File: config.mk
export PLATFORM = sky130hd
export DESIGN_NAME = fetch_queue_stage
export DESIGN_NICKNAME = d
export VERILOG_FILES = /design/src/rtl/fetch_queue_stage.sv
export SDC_FILE = /design/constraint.sdc
export NUM_CORES = 1
export LEC_CHECK = 0
export ABC_AREA = 1
export BUFFER_PORTS_ARGS = -buffer_cell sky130_fd_sc_hd__buf_2
export CAP_MARGIN = 20
export CORE_MARGIN = 8
export CORE_UTILIZATION = 40
export CTS_CLUSTER_SIZE = 40
export DETAILED_ROUTE_END_ITERATION = 8
export SLEW_MARGIN = 20
export SYNTH_ARGS = -nofsm -noshare
export SYNTH_HDL_FRONTEND = slang
export SYNTH_SLANG_ARGS = --single-unit
File: constraint.sdc
create_clock -name clock -period 4.8 [get_ports clock]
set_clock_uncertainty 0.1 [all_clocks]
set_input_delay 0.72 -clock clock [delete_from_list [all_inputs] [get_ports clock]]
set_output_delay 0.72 -clock clock [all_outputs]
set_load 0.1 [all_outputs]
File: src/rtl/fetch_queue_stage.sv
// -----------------------------------------------------------------------------
// fetch_queue_stage
//   Instruction fetch stage feeding issue/decode. Owns the fetch PC, issues
//   64-bit aligned instruction-memory loads, picks the 32-bit instruction out of
//   each returned word and buffers it in a small circular fetch queue whose
//   head is presented to issue as an IF_ID_PACKET.
//
//   Optional feature macro: FQ_BYPASS_EN
//     defined   : an instruction fetched into an empty queue, with issue not
//                 stalled, goes straight to the output in the same cycle and
//                 is never written to the queue.
//     undefined : every instruction passes through the queue (1-cycle minimum
//                 fetch-to-issue latency).
//
// Ports
//   clock              system clock
//   reset              asynchronous active-low reset
//   stall              issue cannot accept the head packet this cycle
//   redirect_en        flush the queue and refetch from redirect_pc
//   redirect_pc        new fetch PC; bits [1:0] are ignored
//   Imem2proc_data     64-bit instruction-memory read data
//   Imem2proc_valid    read data valid this cycle
//   proc2Imem_command  BUS_LOAD while fetching, else BUS_NONE
//   proc2Imem_addr     8-byte aligned fetch address
//   if_id_packet_out   head entry {inst, PC, NPC, valid}
//   fq_count           current queue occupancy
// -----------------------------------------------------------------------------
`ifndef XLEN
`define XLEN 32
`endif
`ifndef NOP
`define NOP 32'h00000013
`endif
`ifndef WFI
`define WFI 32'h10500073
`endif

package fetch_queue_pkg;
  typedef enum logic [1:0] {
    BUS_NONE  = 2'h0,
    BUS_LOAD  = 2'h1,
    BUS_STORE = 2'h2
  } BUS_COMMAND;

  typedef struct packed {
    logic [31:0]       inst;
    logic [`XLEN-1:0]  PC;
    logic [`XLEN-1:0]  NPC;
    logic              valid;
  } IF_ID_PACKET;
endpackage

module fetch_queue_stage
  import fetch_queue_pkg::*;
#(
  parameter int               FQ_DEPTH = 4,
  parameter logic [`XLEN-1:0] RESET_PC = 32'h0
) (
  input  logic                    clock,
  input  logic                    reset,
  input  logic                    stall,
  input  logic                    redirect_en,
  input  logic [`XLEN-1:0]        redirect_pc,
  input  logic [63:0]             Imem2proc_data,
  input  logic                    Imem2proc_valid,
  output BUS_COMMAND              proc2Imem_command,
  output logic [`XLEN-1:0]        proc2Imem_addr,
  output IF_ID_PACKET             if_id_packet_out,
  output logic [$clog2(FQ_DEPTH):0] fq_count
);

  localparam int PW = $clog2(FQ_DEPTH);
  localparam int CW = PW + 1;
  localparam logic [CW-1:0] DEPTH_C = CW'(FQ_DEPTH);
  localparam logic [CW-1:0] ZERO_C  = {CW{1'b0}};

  // Queue state; count is kept apart from the pointers so full/empty never alias.
  logic [`XLEN-1:0] fetch_pc_r;
  logic [PW-1:0]    head_r;
  logic [PW-1:0]    tail_r;
  logic [CW-1:0]    count_r;
  logic             halted_r;
  logic [31:0]      inst_mem_r [FQ_DEPTH];
  logic [`XLEN-1:0] pc_mem_r   [FQ_DEPTH];

  logic             queued_valid_s;
  logic             deq_s;
  logic             fetch_req_s;
  logic             enq_s;
  logic             bypass_s;
  logic             write_s;
  logic [31:0]      fetched_inst_s;
  logic [CW-1:0]    count_next_s;
  logic [`XLEN-1:0] redirect_pc_aligned_s;

  function automatic logic is_wfi(input logic [31:0] inst);
    return inst == `WFI;
  endfunction

  // Handshake decode: fetch request, enqueue, dequeue and bypass.
  always_comb begin
    // reset gates everything so the outputs stay idle while reset is held
    queued_valid_s = reset & ~redirect_en & (count_r != ZERO_C);
    deq_s          = queued_valid_s & ~stall;
    // a full queue may still fetch when the head leaves in the same cycle
    fetch_req_s    = reset & ~halted_r & ~redirect_en &
                     ((count_r < DEPTH_C) | deq_s);
    enq_s          = fetch_req_s & Imem2proc_valid;
    fetched_inst_s = fetch_pc_r[2] ? Imem2proc_data[63:32] : Imem2proc_data[31:0];
`ifdef FQ_BYPASS_EN
    // redirect_en already suppresses enq_s
    bypass_s       = enq_s & (count_r == ZERO_C) & ~stall;
`else
    bypass_s       = 1'b0;
`endif
    write_s        = enq_s & ~bypass_s;
    count_next_s   = count_r + CW'(write_s) - CW'(deq_s);
    redirect_pc_aligned_s = redirect_pc & {{(`XLEN-2){1'b1}}, 2'b00};
  end

  // Output packet and memory request.
  always_comb begin
    if_id_packet_out.inst  = `NOP;
    if_id_packet_out.PC    = {`XLEN{1'b0}};
    if_id_packet_out.NPC   = {`XLEN{1'b0}};
    if_id_packet_out.valid = 1'b0;
    if (bypass_s) begin
      if_id_packet_out.inst  = fetched_inst_s;
      if_id_packet_out.PC    = fetch_pc_r;
      if_id_packet_out.NPC   = fetch_pc_r + `XLEN'(4);
      if_id_packet_out.valid = 1'b1;
    end else if (count_r != ZERO_C) begin
      if_id_packet_out.inst  = inst_mem_r[head_r];
      if_id_packet_out.PC    = pc_mem_r[head_r];
      if_id_packet_out.NPC   = pc_mem_r[head_r] + `XLEN'(4);
      if_id_packet_out.valid = queued_valid_s;
    end else begin
      if_id_packet_out.valid = 1'b0;
    end
    proc2Imem_command = fetch_req_s ? BUS_LOAD : BUS_NONE;
    proc2Imem_addr    = {fetch_pc_r[`XLEN-1:3], 3'b000};
    fq_count          = count_r;
  end

  // Control state: fetch PC, pointers, occupancy and halt flag.
  always_ff @(posedge clock or negedge reset) begin
    if (!reset) begin
      fetch_pc_r <= RESET_PC;
      head_r     <= {PW{1'b0}};
      tail_r     <= {PW{1'b0}};
      count_r    <= ZERO_C;
      halted_r   <= 1'b0;
    end else if (redirect_en) begin
      fetch_pc_r <= redirect_pc_aligned_s;
      head_r     <= {PW{1'b0}};
      tail_r     <= {PW{1'b0}};
      count_r    <= ZERO_C;
      halted_r   <= 1'b0;
    end else begin
      if (enq_s) begin
        fetch_pc_r <= fetch_pc_r + `XLEN'(4);
      end
      if (write_s) begin
        tail_r <= tail_r + PW'(1);
      end
      if (deq_s) begin
        head_r <= head_r + PW'(1);
      end
      count_r <= count_next_s;
      // the WFI itself is still queued/issued; only later fetches stop
      if (enq_s && is_wfi(fetched_inst_s)) begin
        halted_r <= 1'b1;
      end
    end
  end

  // Queue storage; contents are qualified by count so it needs no reset.
  always_ff @(posedge clock) begin
    if (write_s) begin
      inst_mem_r[tail_r] <= fetched_inst_s;
      pc_mem_r[tail_r]   <= fetch_pc_r;
    end
  end

endmodule
==> flow_metrics.tcl, run 1 <==
set metrics [dict create \
    outcome "completed" \
    clock_sinks 286 \
    cp_data_arrival_time_ns 3.58 \
    mappedNetlistArea_um2 14400 \
    h-tree-depth 1 \
    place_ws_ns 1.00 \
    yosys_register_bits 286 \
    numCtsBuffers 29 \
    slew_headroom 0.364 \
    reg2reg_slack_ns 1.52 \
    crit_type "reg2out" \
    fp-row-count 69 \
    ys_types 41 \
    crit_fanout 84 \
    crit_path_start_kind "flip-flop" \
    rsz0062_at_grt "false" \
    wl_met2_um 18800 \
    drc_errors 0 \
    gp_congestion 0.860 \
    port_buffers 224 \
    rr_worst_depth 14 \
    fin_ws_ns 0.405 \
    grt_pass1_vias 11000 \
    vias 11200 \
    tritoncts "yes" \
    peakVddDrop_v 0.000301 \
    p_leak_nw 7.09 \
    cts_hold_buf 0 \
    finalCritPeriodShare 0.916 \
    drive_gt1_frac 0.193 \
    met3_length_um 2550 \
    grt_overflow_total 0 \
    min_period_ns 4.40 \
    area.growth.synth_to_final_pct 17.0 \
    start_util 0.405 \
    die_area_um2 42300 \
    dp_cells 2200 \
    synthArstFlopShare 0.133 \
    wl_met1_um 17400 \
    dieWidth_um 206 \
    dr.pass1.iters 5 \
    holdWs_ns 0.148 \
    tightest_slew_ns 0.953 \
    ant_nets 0 \
    layout_common_cells "nand2_1, nor2_1, edfxtp_1" \
    wire_per_inst_um 17.5 \
    seq_area_frac_synth 0.584 \
    grt_pass1_wl_um 61000 \
    syn_inst 1601 \
    clock_latency_ns 0.54 \
    drv_cap 0 \
    synth_edf_count 248 \
    dp_hpwl_um 26100 \
    finalHoldViolCount 0 \
    grt_use_total 0.181 \
    ctsResizeCount 0 \
    final_common_cell "nand2_1" \
    diodes 0 \
    cts_setup_buffers 0 \
    ios 235 \
    dieHeight_um 206 \
    nFillCells 3355 \
    synthFlopType "edfxtp_1" \
    top_layer "met5" \
    cellPowerDensity_nw_per_um2 439 \
    register_area_um2 8400 \
    multi_input_area_um2 5010 \
    routed_wl_um 39400 \
    core_area_um2 35500 \
    finalNonFillerCells 2253 \
    syn_area_per_cell_um2 8.98 \
    slew_viol_final 0 \
    cts.root.buffer_cell "clkbuf_16" \
    grt_max_degree 85 \
    fmax_mhz 228 \
    viasPerCell 4.98 \
    hp-class "in2async" \
    worstPathRequired_ns 3.98 \
    nNetsFinal 1880 \
    path_clk_slew_ns 0.07 \
    yosysWarnings 0 \
    clock_path_buffers 3 \
    drt_iter0_drc 736 \
    setup_viol 0 \
    antenna_found_initial 1 \
    p_total_mw 7.38 \
    endpoint_kind "output pin" \
]
-- cells by family (layout without fill, tap and decap cells) --
family	Yosys count	after routing	synth area share
fa+ha+maj	9	9	0.00836
simple gates	914	914	0.261
other cells	1	8	0.000261
buf+inv	201	385	0.0716
compound gates	169	169	0.0622
xor+xnor	21	21	0.0128
flops	286	286	0.584
-- flip-flops by register name (all words and copies together), names as in the netlist --
signal / flops
fq_count: 3
tail_r: 2
fetch_pc_r: 30
head_r: 2
inst_mem_r: 128
halted_r: 1
pc_mem_r: 120
-- worst paths after layout --
check	startpoint	end
max	head_r[1]	if_id_packet_out[13]
min reg2reg	halted_r	halted_r
min	reset	fetch_pc_r[21]
min in group clock	redirect_pc[7]	fetch_pc_r[7]
max in group asynchronous	reset	head_r[0]
max reg2reg	fq_count[1]	fq_count[2]
-- through the flow --
step / setup TNS, ns / area [µm²] / utilization
floorplan: -1.04 / 14400 / -
global placement: 0 / 15800 / 0.446
detailed placement: 0 / 15800 / 0.446
CTS: 0 / 16800 / 0.474
global route: 0 / 16800 / 0.474
finish: 0 / 16800 / 0.474
-- cells in the mapped netlist, types with 2 or more instances --
cell | count | area share
buf_2 | 21 | 0.0073
xnor2_1 | 9 | 0.0055
nor3_1 | 15 | 0.0052
nor2_2 | 10 | 0.0044
xor2_1 | 12 | 0.0073
a31oi_1 | 2 | 0.00087
nand2_1 | 474 | 0.12
inv_2 | 7 | 0.0018
buf_6 | 7 | 0.0055
nand3_1 | 103 | 0.036
buf_4 | 47 | 0.025
nor2_4 | 4 | 0.0031
edfxtp_1 | 248 | 0.52
dfrtp_1 | 38 | 0.066
or2_2 | 13 | 0.0057
o311ai_0 | 3 | 0.0018
nand2_2 | 13 | 0.0057
o21ai_1 | 3 | 0.0010
o21ai_0 | 90 | 0.031
inv_1 | 82 | 0.021
nand4_1 | 13 | 0.0057
ha_1 | 8 | 0.0070
clkbuf_1 | 27 | 0.0071
or2_0 | 2 | 0.00087
buf_1 | 7 | 0.0018
o211ai_1 | 7 | 0.0037
nor2_1 | 265 | 0.069
a21oi_1 | 58 | 0.020
-- worst max-delay path: stages, from the launching register on --
cell     delay [ns]
dfrtp_2        0.59
inv_2          0.16
buf_12         0.38
nand2_1        0.13
nand2_2        0.10
ha_1           0.20
nand3_1        0.13
nor2_2         0.23
nand2_2        0.16
nor2_2         0.25
o21ai_0        0.11
a21oi_1        0.36
buf_12         0.23
-- power by group --
part,total (mW),switching (mW),internal [mW]
Clock,2.38,0.935,1.44
Sequential,2.92,0.107,2.82
Combinational,2.07,1.73,0.346
Total,7.38,2.77,4.61
-- layer usage --
metal / vias to the layer above / GRT usage
met3: 41 / 0.0283
met4: 2 / 0.0406
met1: 5288 / 0.248
met5: - / 0
met2: 325 / 0.301
li1: 5574 / -
-- layout make-up --
type,count,area share
clock buffers,33,0.0446
clock inverters,20,0.0153
inverters,91,0.0208
multi-input cells,1121,0.298
flip-flops and latches,286,0.500
well taps,461,0.0343
repair buffers,241,0.0872
Power figures use the tool's default switching activity.
==> inputs of run 2 (changes only) <==
- clock period: 4.8 -> 5.12 ns (I/O delays scaled with it)
==> run 2 against run 1 <==
Sequential power down 6%. Critical endpoint is now if_id_packet_out[32]. Sequential share of layout area is 0.31 points lower. Power shrank 3.2%. Largest cell class unchanged.
==> flow_metrics.tcl, run 2 (synthesized netlist as in run 1, its figures left out) <==
set metrics [dict create \
    outcome "completed" \
    die_area_um2 42300 \
    worstPathCellList "inv_8 -> buf_4 -> nand2_1 -> nand2_1 -> nand2_1 -> nand2_1 -> nand2_1 -> nor2_1 -> nand2_1 -> nor2_1 -> a21oi_1 -> nor2_1 -> buf_2" \
    cp_data_arrival_time_ns 3.81 \
    fmax_mhz 214 \
    cellPowerDensity_nw_per_um2 422 \
    h-tree-depth 1 \
    reg_top3 "inst_mem_r: 128 flops, pc_mem_r: 120 flops, fetch_pc_r: 30 flops" \
    min_period_ns 4.67 \
    cts_setup_buffers 0 \
    drive_gt1_frac 0.193 \
    hp-class "in2async" \
    core_area_um2 35500 \
    cts.root.buffer_cell "clkbuf_16" \
    fin_util 0.477 \
    start_util 0.405 \
    grt_use_total 0.185 \
    tritoncts "yes" \
    cts_hold_buf 0 \
    clock_path_buffers 3 \
    dp_hpwl_um 26500 \
    fin_tns_setup_ns 0 \
    drc_errors 0 \
    grt_pass1_vias 11000 \
    area.growth.synth_to_final_pct 17.7 \
    fp-row-count 69 \
    vias 11300 \
    dr.pass1.iters 5 \
    largest_register_ffs 128 \
    grt_max_degree 88 \
    slowest_delay_ns 0.69 \
    ctsResizeCount 0 \
    dieWidth_um 206 \
    rsz0062_at_grt "false" \
    finalHoldViolCount 0 \
    viasPerCell 5.02 \
    crit_path_top_delay_cell "dfrtp_4" \
    ant_nets 0 \
    worstPathRequired_ns 4.25 \
    wire_per_inst_um 17.7 \
    peakVddDrop_v 0.000286 \
    crit_fanout 87 \
    cpMostUsedCell "nand2_1" \
    crit_path_start_kind "flip-flop" \
    fin_ws_ns 0.446 \
    grt_pass1_wl_um 61600 \
    drt_iter0_drc 733 \
    path_clk_slew_ns 0.06 \
    nNetsFinal 1881 \
    numCtsBuffers 30 \
    clock_sinks 286 \
    grt_overflow_total 0 \
    endpoint_kind "output pin" \
    place_ws_ns 1.03 \
    port_buffers 224 \
    p_leak_nw 7.14 \
    setup_viol 0 \
    gp_congestion 0.910 \
    crit_type "reg2out" \
    final_common_cell "nand2_1" \
    antenna_found_initial 0 \
    finalCritPeriodShare 0.913 \
    layout_common_cells "nand2_1, nor2_1, edfxtp_1" \
    routed_wl_um 39900 \
    slew_viol_final 0 \
    dieHeight_um 206 \
    clock_latency_ns 0.56 \
    slew_headroom 0.347 \
    largest-register "inst_mem_r" \
    drv_cap 0 \
    nFillCells 3409 \
    tightest_slew_ns 0.979 \
    ios 235 \
]
run 2: cell types whose count changed in the layout (fill, tap and decap cells not counted):
cell	change
buf_12	-2
buf_2	+2
bufinv_16	+3
clkbuf_1	-1
clkbuf_16	+1
clkbuf_8	+3
clkinv_1	+3
clkinv_2	-6
clkinv_8	+1
diode_2	+1
inv_6	-2
run 2: final cells by class:
cell class / instances / area (µm²) / share of cell area
antenna: 1 / 2.50 / 0.000148
clock buffer: 36 / 813 / 0.0481
clock inverter: 19 / 327 / 0.0193
inverter: 91 / 350 / 0.0207
multi-input combinational: 1121 / 5010 / 0.296
sequential: 286 / 8400 / 0.497
tap: 461 / 577 / 0.0341
timing repair buffer: 241 / 1440 / 0.0849
run 2: power by group:
group          total, mW  switching [mW]  leakage (nW)  internal (mW)
clock network       2.47           0.890         0.552           1.58
logic               1.93            1.62          3.88          0.316
registers           2.74          0.0989          2.70           2.64
run 2: critical path, delay by kind of cell (launching register included):
family | cells | cell delay (ns)
compound gates | 1 | 0.09
flops | 1 | 0.69
buf+inv | 3 | 1.34
simple gates | 9 | 1.04
run 2: stage by stage:
stage	cell area, µm²	instances	total power [mW]	hold slack (ns)
floorplan	14400	1608	4.34	0.369
global placement	15800	2200	4.72	0.455
finish	16900	2256	7.14	0.187
detailed placement	15800	2200	4.74	0.452
global route	16900	2255	7.39	0.210
CTS	16900	2255	7.19	0.184
run 2: routing by layer:
metal  global-route usage  wire length, µm
met5                    0                0
met4               0.0431              661
met3               0.0269             2410
met2                0.311            19400
met1                0.250            17400
run 2: final timing paths:
kind	from	end	slack, ns	depth (start not counted)
max in group asynchronous	reset	head_r[0]	4.33	2
worst min-delay path	reset	fetch_pc_r[30]	0.19	2
worst max register to register	fq_count[1]	fq_count[2]	1.88	14
worst min register to register	halted_r	halted_r	0.48	2
min in group clock	redirect_pc[29]	fetch_pc_r[29]	0.33	3
worst max-delay path	head_r[0]	if_id_packet_out[32]	0.45	13
